--- src/rtl/module_bus_io_interface_pkg.sv ---
// Address map, register layout and address decode helper for the data-side bus stage.
package pkg_bus_map;

    localparam logic [31:0] RAM_BASE_ADDR = 32'h0000_0000;
    localparam logic [31:0] LED_ADDR      = 32'h0000_2000;
    localparam logic [31:0] SW_ADDR       = 32'h0000_2004;
    localparam logic [31:0] BTN_ADDR      = 32'h0000_2008;
    localparam logic [31:0] TCOUNT_ADDR   = 32'h0000_200C;
    localparam logic [31:0] TCMP_ADDR     = 32'h0000_2010;
    localparam logic [31:0] TCTRL_ADDR    = 32'h0000_2014;
    localparam logic [31:0] SEG_ADDR      = 32'h0000_2018;

    localparam int unsigned TCTRL_EN_BIT         = 32'd0;
    localparam int unsigned TCTRL_MATCH_BIT      = 32'd1;
    localparam int unsigned TCTRL_AUTORELOAD_BIT = 32'd2;
    localparam int unsigned TCTRL_IRQ_EN_BIT     = 32'd3;

    localparam int unsigned LED_W = 32'd16;
    localparam int unsigned SW_W  = 32'd16;
    localparam int unsigned SEG_W = 32'd16;

    typedef enum logic [3:0] {
        SEL_NONE   = 4'd0,
        SEL_RAM    = 4'd1,
        SEL_LED    = 4'd2,
        SEL_SW     = 4'd3,
        SEL_BTN    = 4'd4,
        SEL_TCOUNT = 4'd5,
        SEL_TCMP   = 4'd6,
        SEL_TCTRL  = 4'd7,
        SEL_SEG    = 4'd8
    } periph_sel_e;

    // RAM wins over the peripheral window; misaligned peripheral addresses select nothing.
    function automatic periph_sel_e decode_addr(input logic [31:0] addr, input logic [31:0] ram_bytes);
        periph_sel_e sel;
        if ((addr - RAM_BASE_ADDR) < ram_bytes) begin
            sel = SEL_RAM;
        end else if (addr[1:0] != 2'b00) begin
            sel = SEL_NONE;
        end else begin
            case (addr)
                LED_ADDR:    sel = SEL_LED;
                SW_ADDR:     sel = SEL_SW;
                BTN_ADDR:    sel = SEL_BTN;
                TCOUNT_ADDR: sel = SEL_TCOUNT;
                TCMP_ADDR:   sel = SEL_TCMP;
                TCTRL_ADDR:  sel = SEL_TCTRL;
                SEG_ADDR:    sel = SEL_SEG;
                default:     sel = SEL_NONE;
            endcase
        end
        return sel;
    endfunction

endpackage

--- src/rtl/module_bus_io_interface_if.sv ---
// Processor data-side bus: store strobe, byte address, store data and load data.
interface module_bus_io_interface_if;
    logic        memwrite;
    logic [31:0] addr;
    logic [31:0] writedata;
    logic [31:0] readdata;

    modport master (output memwrite, output addr, output writedata, input readdata);
    modport slave  (input memwrite, input addr, input writedata, output readdata);
endinterface

--- src/rtl/module_bus_io_interface_timer.sv ---
// 32-bit timer: prescaler, free-running counter, compare with optional autoreload, sticky match flag.
module module_timer
    import pkg_bus_map::*;
#(
    parameter int unsigned PRESCALE = 32'd10
) (
    input  logic        clk_i,
    input  logic        rst_i,
    input  logic        en,
    input  logic        autoreload,
    input  logic [31:0] cmp_value,
    input  logic        match_clr,
    output logic [31:0] count,
    output logic        match
);

    localparam int unsigned     PS_W    = (PRESCALE > 32'd1) ? $clog2(PRESCALE) : 32'd1;
    localparam logic [PS_W-1:0] PS_LAST = PS_W'(PRESCALE - 32'd1);
    localparam logic [PS_W-1:0] PS_ONE  = PS_W'(32'd1);

    logic [PS_W-1:0] presc_r;
    logic [31:0]     count_r;
    logic            match_r;
    logic            tick_s;
    logic            hit_s;

    assign tick_s = en & (presc_r == PS_LAST);
    // cmp_value is the register output, so a same-cycle TCMP write does not affect this compare
    assign hit_s  = tick_s & (count_r == cmp_value);
    assign count  = count_r;
    assign match  = match_r;

    // Prescaler: advances only while enabled, holds its phase when disabled.
    always_ff @(posedge clk_i or negedge rst_i) begin
        if (!rst_i) begin
            presc_r <= {PS_W{1'b0}};
        end else if (tick_s) begin
            presc_r <= {PS_W{1'b0}};
        end else if (en) begin
            presc_r <= presc_r + PS_ONE;
        end else begin
            presc_r <= presc_r;
        end
    end

    // Counter: wraps silently at all-ones; restarts from zero on a match when autoreload is set.
    always_ff @(posedge clk_i or negedge rst_i) begin
        if (!rst_i) begin
            count_r <= 32'd0;
        end else if (hit_s && autoreload) begin
            count_r <= 32'd0;
        end else if (tick_s) begin
            count_r <= count_r + 32'd1;
        end else begin
            count_r <= count_r;
        end
    end

    // Match flag: a new match beats a simultaneous clear.
    always_ff @(posedge clk_i or negedge rst_i) begin
        if (!rst_i) begin
            match_r <= 1'b0;
        end else if (hit_s) begin
            match_r <= 1'b1;
        end else if (match_clr) begin
            match_r <= 1'b0;
        end else begin
            match_r <= match_r;
        end
    end

endmodule

--- src/rtl/module_bus_io_interface.sv ---
// Data-side bus stage: decodes processor loads/stores to data RAM or memory-mapped LED, switch,
// button, 7-segment and timer registers; load data is combinational from registered state.
module module_bus_io_interface
    import pkg_bus_map::*;
#(
    parameter int unsigned RAM_DEPTH   = 32'd1024,
    parameter int unsigned PRESCALE    = 32'd10,
    parameter int unsigned SYNC_STAGES = 32'd2
) (
    input  logic                         clk_i,
    input  logic                         rst_i,
    module_bus_io_interface_if.slave     bus,
    output logic                         ram_we_o,
    output logic [$clog2(RAM_DEPTH)-1:0] ram_addr_o,
    output logic [31:0]                  ram_wdata_o,
    input  logic [31:0]                  ram_rdata_i,
    input  logic [SW_W-1:0]              sw_i,
    input  logic                         btn_i,
    output logic [LED_W-1:0]             led_o,
    output logic [SEG_W-1:0]             seg_data_o,
    output logic                         irq_o
);

    localparam int unsigned AW        = $clog2(RAM_DEPTH);
    localparam logic [31:0] RAM_BYTES = 32'(RAM_DEPTH * 32'd4);

    periph_sel_e                     sel_s;
    logic                            wr_led_s, wr_btn_s, wr_tcmp_s, wr_tctrl_s, wr_seg_s;
    logic                            match_clr_s, btn_rise_s, match_s;
    logic [31:0]                     tcount_s;
    logic [31:0]                     rdata_s;
    logic [LED_W-1:0]                led_r;
    logic [SEG_W-1:0]                seg_r;
    logic [31:0]                     tcmp_r;
    logic                            tctrl_en_r, tctrl_ar_r, tctrl_irq_en_r;
    logic                            btn_flag_r, btn_prev_r, irq_r;
    logic [SYNC_STAGES-1:0]          btn_sync_r;
    logic [SYNC_STAGES-1:0][SW_W-1:0] sw_sync_r;

    assign sel_s       = decode_addr(bus.addr, RAM_BYTES);
    assign wr_led_s    = bus.memwrite & (sel_s == SEL_LED);
    assign wr_btn_s    = bus.memwrite & (sel_s == SEL_BTN);
    assign wr_tcmp_s   = bus.memwrite & (sel_s == SEL_TCMP);
    assign wr_tctrl_s  = bus.memwrite & (sel_s == SEL_TCTRL);
    assign wr_seg_s    = bus.memwrite & (sel_s == SEL_SEG);
    assign match_clr_s = wr_tctrl_s & bus.writedata[TCTRL_MATCH_BIT];
    assign btn_rise_s  = btn_sync_r[SYNC_STAGES-1] & ~btn_prev_r;

    assign ram_we_o    = bus.memwrite & (sel_s == SEL_RAM);
    assign ram_addr_o  = bus.addr[AW+1:2];
    assign ram_wdata_o = bus.writedata;

    assign led_o       = led_r;
    assign seg_data_o  = seg_r;
    assign irq_o       = irq_r;
    assign bus.readdata = rdata_s;

    // Synchronizers for the asynchronous switch and button inputs, plus button edge history.
    always_ff @(posedge clk_i or negedge rst_i) begin
        if (!rst_i) begin
            sw_sync_r  <= {(SYNC_STAGES*SW_W){1'b0}};
            btn_sync_r <= {SYNC_STAGES{1'b0}};
            btn_prev_r <= 1'b0;
        end else begin
            sw_sync_r  <= {sw_sync_r[SYNC_STAGES-2:0], sw_i};
            btn_sync_r <= {btn_sync_r[SYNC_STAGES-2:0], btn_i};
            btn_prev_r <= btn_sync_r[SYNC_STAGES-1];
        end
    end

    // Writable peripheral registers; a button edge wins over a same-cycle W1C.
    always_ff @(posedge clk_i or negedge rst_i) begin
        if (!rst_i) begin
            led_r          <= {LED_W{1'b0}};
            seg_r          <= {SEG_W{1'b0}};
            tcmp_r         <= 32'd0;
            tctrl_en_r     <= 1'b0;
            tctrl_ar_r     <= 1'b0;
            tctrl_irq_en_r <= 1'b0;
            btn_flag_r     <= 1'b0;
        end else begin
            if (wr_led_s) led_r <= bus.writedata[LED_W-1:0];
            if (wr_seg_s) seg_r <= bus.writedata[SEG_W-1:0];
            if (wr_tcmp_s) tcmp_r <= bus.writedata;
            if (wr_tctrl_s) begin
                tctrl_en_r     <= bus.writedata[TCTRL_EN_BIT];
                tctrl_ar_r     <= bus.writedata[TCTRL_AUTORELOAD_BIT];
                tctrl_irq_en_r <= bus.writedata[TCTRL_IRQ_EN_BIT];
            end
            if (btn_rise_s) begin
                btn_flag_r <= 1'b1;
            end else if (wr_btn_s && bus.writedata[0]) begin
                btn_flag_r <= 1'b0;
            end else begin
                btn_flag_r <= btn_flag_r;
            end
        end
    end

    // Interrupt output registered from the match flag gated by irq_en.
    always_ff @(posedge clk_i or negedge rst_i) begin
        if (!rst_i) begin
            irq_r <= 1'b0;
        end else begin
            irq_r <= match_s & tctrl_irq_en_r;
        end
    end

    module_timer #(
        .PRESCALE (PRESCALE)
    ) u_timer (
        .clk_i      (clk_i),
        .rst_i      (rst_i),
        .en         (tctrl_en_r),
        .autoreload (tctrl_ar_r),
        .cmp_value  (tcmp_r),
        .match_clr  (match_clr_s),
        .count      (tcount_s),
        .match      (match_s)
    );

    // Load data mux; unmapped or misaligned peripheral addresses read as zero.
    always_comb begin
        rdata_s = 32'd0;
        case (sel_s)
            SEL_RAM:    rdata_s = ram_rdata_i;
            SEL_LED:    rdata_s = {{(32-LED_W){1'b0}}, led_r};
            SEL_SW:     rdata_s = {{(32-SW_W){1'b0}}, sw_sync_r[SYNC_STAGES-1]};
            SEL_BTN:    rdata_s = {31'd0, btn_flag_r};
            SEL_TCOUNT: rdata_s = tcount_s;
            SEL_TCMP:   rdata_s = tcmp_r;
            SEL_TCTRL:  rdata_s = {28'd0, tctrl_irq_en_r, tctrl_ar_r, match_s, tctrl_en_r};
            SEL_SEG:    rdata_s = {{(32-SEG_W){1'b0}}, seg_r};
            default:    rdata_s = 32'd0;
        endcase
    end

endmodule
--- src/flat_wrapper.sv ---
// flat-port wrapper written by rule: the top's interface ports become plain ports
module module_bus_io_interface_flat import pkg_bus_map::*;
#(
    parameter int unsigned RAM_DEPTH   = 32'd1024,
    parameter int unsigned PRESCALE    = 32'd10,
    parameter int unsigned SYNC_STAGES = 32'd2
)
  (clk_i, rst_i, ram_we_o, ram_addr_o, ram_wdata_o, ram_rdata_i, sw_i, btn_i, led_o, seg_data_o, irq_o, bus_memwrite, bus_addr, bus_writedata, bus_readdata);
  module_bus_io_interface_if bus_i ();
  input  logic clk_i;
  input  logic rst_i;
  output logic ram_we_o;
  output logic [$clog2(RAM_DEPTH)-1:0] ram_addr_o;
  output logic [31:0] ram_wdata_o;
  input  logic [31:0] ram_rdata_i;
  input  logic [SW_W-1:0] sw_i;
  input  logic btn_i;
  output logic [LED_W-1:0] led_o;
  output logic [SEG_W-1:0] seg_data_o;
  output logic irq_o;
  input wire logic [$bits(bus_i.memwrite)-1:0] bus_memwrite;
  input wire logic [$bits(bus_i.addr)-1:0] bus_addr;
  input wire logic [$bits(bus_i.writedata)-1:0] bus_writedata;
  output wire logic [$bits(bus_i.readdata)-1:0] bus_readdata;
  assign bus_i.memwrite = bus_memwrite;
  assign bus_i.addr = bus_addr;
  assign bus_i.writedata = bus_writedata;
  assign bus_readdata = bus_i.readdata;
  module_bus_io_interface #(.RAM_DEPTH(RAM_DEPTH), .PRESCALE(PRESCALE), .SYNC_STAGES(SYNC_STAGES)) u_core (.clk_i(clk_i), .rst_i(rst_i), .bus(bus_i), .ram_we_o(ram_we_o), .ram_addr_o(ram_addr_o), .ram_wdata_o(ram_wdata_o), .ram_rdata_i(ram_rdata_i), .sw_i(sw_i), .btn_i(btn_i), .led_o(led_o), .seg_data_o(seg_data_o), .irq_o(irq_o));
endmodule
--- config.mk ---
export PLATFORM = sky130hd
export DESIGN_NAME = module_bus_io_interface_flat
export DESIGN_NICKNAME = d
export VERILOG_FILES = /design/src/rtl/module_bus_io_interface_pkg.sv /design/src/rtl/module_bus_io_interface_if.sv /design/src/rtl/module_bus_io_interface_timer.sv /design/src/rtl/module_bus_io_interface.sv /design/src/flat_wrapper.sv
export SDC_FILE = /design/constraint.sdc
export NUM_CORES = 1
export LEC_CHECK = 0
export CAP_MARGIN = 20
export CORE_ASPECT_RATIO = 1.25
export CORE_MARGIN = 2
export CORE_UTILIZATION = 47
export CTS_CLUSTER_DIAMETER = 50
export DETAILED_ROUTE_END_ITERATION = 8
export PLACE_DENSITY = 0.8
export SLEW_MARGIN = 20
export SYNTH_ARGS = -nofsm -noshare
export SYNTH_HDL_FRONTEND = slang
export SYNTH_SLANG_ARGS = --single-unit
--- constraint.sdc ---
create_clock -name clk_i -period 4.6 [get_ports clk_i]
set_clock_uncertainty 0.1 [all_clocks]
set_input_delay 0.92 -clock clk_i [delete_from_list [all_inputs] [get_ports clk_i]]
set_output_delay 0.92 -clock clk_i [all_outputs]
set_load 0.1 [all_outputs]
**Yosys cells after proc, flatten, opt, wreduce, memory -nomap -nowiden**

Cells that the tools add are included.

- $add $sub $neg: 2
- Order comparisons: 1
- Eq/ne operators: 17
- Multiplexer cells: 12
- Bitwise operators: 12
- Reduce and logical (&&, ||, !) cells: 7

Operators by type and width:

| cell | count |
|---|---|
| case mux 32 bit (8 select lines) | 1 |
| equality test 32 x 14 -> 1 bit, second input constant | 7 |
| 2-to-1 mux 32 bit | 2 |
| adder 32 x 1 -> 32 bit, second input constant | 1 |
| equality test 32 bit | 1 |
| less-than comparator 32 x 13 -> 1 bit, second input constant | 1 |
| case mux 4 bit (7 select lines) | 1 |
| equality test 4 x 3 -> 1 bit, second input constant | 4 |
| 2-to-1 mux 4 bit | 4 |
| AND 1 bit | 11 |
| nonzero test 2 bit | 5 |
| equality test 4 x 2 -> 1 bit, second input constant | 2 |
| equality test 4 bit, second input constant | 2 |
| adder 4 x 1 -> 4 bit, second input constant | 1 |
| equality test 4 x 1 -> 1 bit, second input constant | 1 |
| 2-to-1 mux 1 bit | 4 |
| logical AND 1 bit | 2 |
| inverter 1 bit | 1 |

- Register bits: 141
- Input port bits: 116
- Output and inout port bits: 108
- Word-level logic and storage cells: 66

**Longest topological paths before layout**

Gate-level depths: netlist (run 1).

- Depth in word-level cells: 9
- Depth in mapped cells: 10
- Depth with buffers taken out: 8

**By module**

A second synthesis (run 1) with hierarchy kept.

- Cells, all modules: 662
- Area, all modules: 7463.4 um^2

By module, submodules not included:

| module | times used | cells an instance | area each (um^2) |
|---|---|---|---|
| module_bus_io_interface | 1 | 410 | 5175.0 |
| module_timer | 1 | 252 | 2288.4 |

**Worst setup path after synthesis (run 1)**

OpenSTA, ideal clock, no wires.

- Kind: in2out
- From: in bus_addr[0]
- To: out bus_readdata[10]
- Data arrival time: 4.144 ns
- Path slack: -0.564 ns
- Stages on the path: 7
- Buffers on the path: 2
- Path through: or4_4 > nor4b_4 > a31oi_1 > or2_2 > buf_2 > buf_2 > o211ai_1

- Cells in the longest elaborated chain, start to end: 6
- Elaborated cells on any way between the ends: 21
- Those cells by class: 1 x order compare; 15 x eq/ne; 4 x mux; 1 x reduce/logical

Ends and longest elaborated chain:

| what | RTL line | text |
|---|---|---|
| start: declaration | flat_wrapper.sv:22 | `input wire logic [$bits(bus_i.addr)-1:0] bus_addr;` |
| parallel branches: the longest is 3 deep, another holds less-than comparator 32 x 13 -> 1 bit | -- |  |
| 2-to-1 mux 4 bit (*) | module_bus_io_interface_pkg.sv:37 | `if ((addr - RAM_BASE_ADDR) < ram_bytes) begin` |
| equality test 4 bit, or another cell as far along | module_bus_io_interface.sv:125 | `case (sel_s)` |
| case mux 32 bit (8 select lines) (*) | module_bus_io_interface.sv:125 |  |
| end: declaration | flat_wrapper.sv:24 | `output wire logic [$bits(bus_i.readdata)-1:0] bus_readdata;` |

Mark *: on every way between the ends.

**Worst setup path after layout (run 1)**

- From: in bus_addr[9]
- To: out bus_readdata[11]

The elaborated chain is that of the path after synthesis.

==> results.ini, run 1 <==
[status]
status = finished clean

[global_route]
grt_pass1_vias = 6126
grt-ovfl-total = 0
grtUsageMet2_pct = 44.6
gr-usage-met1_pct = 32.2
track_usage_pct = 26.0
grt_pass1_wl_um = 32800
antenna_found_initial = 0
grtUsageMet3_pct = 5.43
grt-busiest-layer = met2
grt_max_degree = 94

[clock_network]
cts_tree = yes
htreeDepth = 4
clkTransAtPathRegs_ps = 60
cts.sinks = 141
cts_buffer_depth = 2
cts-root-buf = clkbuf_16
cts_made_buffers = 17
holdBufCountCts = 0
clk_latency_ps = 420

[routing]
drc = 0
drt.antenna.violating_nets = 0
vias_per_cell = 5.53
vias = 5838
drt-wirelength-per-cell_um = 20.2
drt_iter0_markers = 361
firstDrtPassIters = 7
drt_wl_total_um = 21400

[setup_path]
crit_top_cell = buf_4
crit_chain = clkdlybuf4s50_1 -> nor4_2 -> nor4b_4 -> buf_4 -> buf_6 -> a31oi_4 -> buf_4 -> or2_2 -> o211ai_1 -> buf_12
crit_path_end = bus_readdata[11]
cp.arrival_ps = 3500
r2r_end = u_core.u_timer.count[30]
worstReg2RegStart = u_core.u_timer.presc_r[1]
cp_top_family = buffers and inverters
critPathSlowestCell = clkdlybuf4s50_1
crit_cells = 10
cp-end-kind = output port
crit_required_ps = 3580
critPathMaxStageDelay_ps = 450
worstRegToRegCells = 8
crit_start = bus_addr[9]
critPathLaunchType = primary input
criticalPathCategory = in -> out
cp_max_fo = 8
critPathBufInv = 5
rrSetupSlack_ps = 1530

[cells_and_area]
fin_cells = 1055
antenna_cells = 0
drive_gt1_share_pct = 27.5
nNetsFinal = 954
syn_to_final_growth_pct = 44.6
finalInstanceArea_um2 = 10500

[hold_path]
hold_start = u_core.sw_sync_r[14]
min_path_type = reg -> reg

[placement]
post_dp_cell_area_um2 = 9760
routabilityCongestion = 0.859
portBuffers = 223
dp.cells = 1016
detailedPlace.worstSlack_ps = -52.5
place_hpwl_um = 15300

[sta]
holdWs_ps = 251
fmax_mhz = 221
worstMarginPinSlew_ps = 1000
setup_viol_count_final = 0
fin_crit_ps = 4520
final-max-slew-violation-count = 0
finalCritPeriodShare_pct = 98.3
fin_ws_ps = 79.6
finalHoldViolCount = 0
slew_headroom_pct = 32.8

[synthesis]
ys_top_cells_by_area = dfrtp_1 (48%), mux2_4 (8.2%), mux2_2 (4.6%)
synth-edff-count = 0
synth_ff_type = dfrtp_1
synth_commonest_cells = dfrtp_1 (141), nand2_1 (65), buf_4 (43), nor2_1 (43), mux2_4 (40)
synth_top_area_share_pct = 48.4
ys_warn_count = 0
yosysMostFrequentCell = dfrtp_1
synth_area_leader_cell = dfrtp_1
synth.avg_cell_area_um2 = 11.3
yosysUniqueCellTypes = 48
syn_area_um2 = 7280
synth-seq-cells = 141
async_flop_share_pct = 100
synthCells = 642
ys_seq_area_share_pct = 48.4
syn_nets = 761

[floorplan]
core-area_um2 = 15100
row_count = 50
die_height_um = 143
die_w_um = 115
top_level_ports = 224
initial_core_util_pct = 48.3
die-area_um2 = 16500

[power]
total_power_mw = 3.05
power_density_nw_per_um2 = 289
p_leak_nw = 4.97
irDropWorstVdd_mv = 0.293

[flow_run]
drv_cap = 0

[kinds of logic after synthesis]
| family | after synthesis | share of synthesized area, % |
|---|---|---|
| and+or+nand+nor | 197 | 14.2 |
| DFF | 141 | 48.4 |
| buffers and inverters | 84 | 7.15 |
| muxes | 79 | 14.2 |
| AOI/OAI and AO/OA | 76 | 8.11 |
| xor gates and xnor gates | 62 | 7.45 |
| adders and majority gates | 3 | 0.515 |
[power breakdown]
part / switching (mW) / internal (mW)
Sequential: 0.00550 / 1.26
Clock: 0.530 / 0.921
Combinational: 0.216 / 0.118
Total: 0.751 / 2.29
[stage by stage]
stage,TNS [ps],util (%)
floorplan,-7060,-
global placement,-112,64.7
detailed placement,-575,64.7
CTS,0,69.0
global route,-59.4,69.9
finish,0,69.9
[cell usage in the layout (no fill, tap or decap), drive strengths merged, types with 2 or more instances in the layout]
master,instances
a22oi,34
dfrtp,141
inv,8
mux2,72
a222oi,10
clkdlybuf4s50,142
o21ai,5
bufinv,4
and3,9
buf,101
nor4,12
and2,4
nand2b,4
nand3,16
a21oi,2
clkbuf,21
xor2,36
nand2,68
ha,3
clkinvlp,3
nor3,9
nand4,16
nor2,43
or3,2
clkinv,4
dlymetal6s2s,5
mux2i,7
and4,7
o211ai,15
a22o,4
nor4b,2
a32oi,2
or2,3
xnor2,26
[registers in the layout (all words and copies together) (netlist names)]
| signal | flops |
|---|---|
| u_core.led_o | 16 |
| u_core.tctrl_ar_r | 1 |
| u_core.tctrl_irq_en_r | 1 |
| u_core.tctrl_en_r | 1 |
| u_core.btn_sync_r | 2 |
| u_core.u_timer.count | 32 |
| u_core.sw_sync_r | 32 |
| u_core.u_timer.match | 1 |
| u_core.btn_flag_r | 1 |
| u_core.tcmp_r | 32 |
| u_core.seg_data_o | 16 |
| u_core.btn_prev_r | 1 |
| u_core.u_timer.presc_r | 4 |
| u_core.irq_o | 1 |
[layout make-up]
class                      count  area, µm²
timing repair buffer         251       2760
clock buffer                  18        439
clock inverter                13        188
sequential                   141       3530
fill                        1070       4540
tap                          208        260
multi-input combinational    418       3340
inverter                       6       22.5
[repair_timing]
action / 4_1_cts / 5_1_grt
resized for setup: 3 / 19
setup buffers: 0 / 7
pin swaps: 4 / 10
setup endpoints to repair: 30 / 32
gates cloned: 0 / 1
[worst min path at each step]
stage,end,slack (ps),cells past startpoint
after floorplan,u_core.btn_sync_r[1],230,0
after global placement,u_core.sw_sync_r[20],230,0
after detailed placement,u_core.sw_sync_r[20],240,0
after CTS,u_core.sw_sync_r[24],250,0
after global routing,u_core.sw_sync_r[29],250,0
final,u_core.sw_sync_r[30],250,0
[worst register-to-register path, cell delays in order, from the launching register on]
cell and delay, ps:
dfrtp_1 400, inv_1 80, ha_1 180, nand4b_1 360
nor3_1 770, nand3_1 420, nor4_1 420, xnor2_1 180
nor2_1 60
[metal layers]
layer / share of wire (%) / vias to the layer above
met5: 0 / -
met4: 2.4 / 0
met3: 6.0 / 42
met2: 52 / 257
met1: 39 / 2902
li1: - / 2637
Power figures use the tool's default switching activity.
==> inputs of run 2 (changes only) <==
Settings changed: CORE_UTILIZATION 47 to 43, PLACE_DENSITY 0.8 to 0.77.
Clock period 4.6 ns to 3.67 ns, I/O delays scaled along.
==> results.ini, run 2 (synthesis results as in run 1) <==
[status]
violations = negative setup slack
status = complete, but fails checks

[global_route]
track_usage_pct = 24.3  ; -1.7 points
grt_max_degree = 87  ; -7.4%
grt_pass1_vias = 6182  ; +0.91%
grt-ovfl-total = 0  ; unchanged
grt_pass1_wl_um = 33900  ; +3.4%
antenna_found_initial = 0  ; unchanged

[setup_path]
critPathSlowestCell = or4_4
cp_top_family = simple AND/OR/NAND/NOR gates
worstReg2RegStart = u_core.u_timer.presc_r[1]
crit_top_cell = buf_4
r2r_end = u_core.u_timer.count[31]
critPathMaxStageDelay_ps = 540  ; +90 ps
cp_max_fo = 5  ; -3
crit_required_ps = 2840  ; -740 ps
cp.arrival_ps = 3030  ; -470 ps
critPathBufInv = 5  ; unchanged
worstRegToRegCells = 9  ; +1
criticalPathCategory = in -> out
crit_chain = buf_6 -> or4_4 -> nor4b_4 -> buf_4 -> a31oi_4 -> or2_4 -> buf_4 -> mux2i_1 -> o211ai_1 -> buf_4 -> buf_12
rrSetupSlack_ps = 1120  ; -410 ps
critPathLaunchType = primary input
cp-end-kind = output port

[placement]
detailedPlace.worstSlack_ps = -567  ; -514 ps
place_hpwl_um = 14700  ; -4.0%
portBuffers = 223  ; unchanged
routabilityCongestion = 0.842  ; -2.0%
post_dp_cell_area_um2 = 10100  ; +3.9%

[clock_network]
cts_tree = yes
holdBufCountCts = 0  ; unchanged
cts-root-buf = clkbuf_16
clk_latency_ps = 420  ; about the same
cts.sinks = 141  ; unchanged
clkTransAtPathRegs_ps = 60  ; about the same
cts_made_buffers = 17  ; unchanged
cts_buffer_depth = 2  ; unchanged
htreeDepth = 4  ; unchanged

[cells_and_area]
final_common_cell = dfrtp_1
post-route-util_pct = 67.5  ; -2.3 points
syn_to_final_growth_pct = 54.9
drive_gt1_share_pct = 36.4  ; +8.9 points
final_cell_mix = dfrtp_1 (141), clkdlybuf4s50_1 (117), buf_4 (86)
nNetsFinal = 986  ; +3.4%
finalInstanceArea_um2 = 11300  ; +7.1%
antenna_cells = 0  ; unchanged

[routing]
vias_per_cell = 5.36  ; -3.2%
drt-wirelength-per-cell_um = 19.4  ; -4.0%
drt.antenna.violating_nets = 0  ; unchanged
drt_iter0_markers = 449  ; +24%
drt_wl_total_um = 21400  ; about the same
firstDrtPassIters = 5  ; -2
vias = 5888  ; +0.86%
drc = 0  ; unchanged

[floorplan]
initial_core_util_pct = 43.6  ; -4.7 points
row_count = 53  ; +6.0%
die_w_um = 120  ; +4.4%
die_height_um = 150  ; +4.4%
top_level_ports = 224  ; unchanged
core-area_um2 = 16700  ; +11%
die-area_um2 = 18000  ; +9.0%

[flow_run]
drv_cap = 0  ; unchanged

[hold_path]
min_to = u_core.btn_sync_r[1]
min_path_type = reg -> reg
hold_start = u_core.btn_sync_r[0]
hold_path_depth = 0  ; unchanged

[power]
power_density_nw_per_um2 = 348  ; +20%
irDropWorstVdd_mv = 0.377  ; +29%
p_leak_nw = 5.33  ; +7.3%

[sta]
slew_headroom_pct = 33.5  ; +0.62 points
fmax_mhz = 259
worstMarginPinSlew_ps = 995  ; -9.27 ps
fin_crit_ps = 3870
fin_ws_ps = -197  ; -277 ps
finalCritPeriodShare_pct = 105
finalHoldViolCount = 0  ; unchanged
final-max-slew-violation-count = 0  ; unchanged
grt_setup_unrepaired = yes
setup_viol_count_final = 32  ; +32

==> run 2: power breakdown <==
group	switching, mW	total, mW	internal [mW]	leakage (nW)
logic	0.276	0.426	0.150	3.13
clock network	0.697	1.92	1.22	0.318
registers	0.00653	1.58	1.57	1.88
==> run 2: repair_timing <==
action                     CTS  global route
pin swaps                   43            42
setup buffers               14             4
resized for setup           73            28
gates cloned                 2             1
setup endpoints to repair   32            32
==> run 2: worst max-delay path by stage <==
stage / start / to / slack, ps / cells past startpoint
after floorplan: bus_addr[0] / bus_readdata[12] / -1040 / 7
after global placement: bus_addr[0] / bus_readdata[14] / -550 / 9
after detailed placement: bus_addr[5] / bus_readdata[14] / -570 / 9
after CTS: bus_addr[5] / bus_readdata[17] / -250 / 11
after global routing: bus_addr[0] / bus_readdata[4] / -250 / 10
final: bus_addr[0] / bus_readdata[1] / -200 / 11
==> run 2: area by class of cell <==
cell class / count / area [µm²]
fill: 1183 / 5420
multi-input combinational: 417 / 3650
sequential: 141 / 3530
timing repair buffer: 284 / 3150
clock buffer: 17 / 425
tap: 220 / 275
clock inverter: 14 / 233
inverter: 6 / 22.5
==> run 2: metal layers <==
metal,wire [µm],vias to the layer above,global-route usage (%),part of all wire (%)
met2,11100,215,41.7,52
met4,270,0,6.10,1.3
met1,8670,2948,30.5,41
met5,0,-,0,0
met3,1340,23,6.17,6.3
li1,-,2702,-,-
==> run 2: worst register-to-register path: stages, from the launching register on <==
cell,delay [ps]
dfrtp_1,400
inv_1,80
ha_1,170
nand4b_1,330
nor3_1,280
buf_4,190
nand4_1,280
nor4_1,360
xnor2_1,170
nor2_1,60
==> run 2: stage by stage <==
stage | std cells | hold slack, ps | total power [mW] | setup TNS [ps]
finish | 1099 | 247 | 3.92 | -5040
global route | 1099 | 250 | 4.04 | -6500
CTS | 1096 | 248 | 3.94 | -7190
detailed placement | 1050 | 235 | 2.03 | -22570
global placement | 1050 | 233 | 2.03 | -21530
floorplan | 642 | 231 | 1.84 | -16320
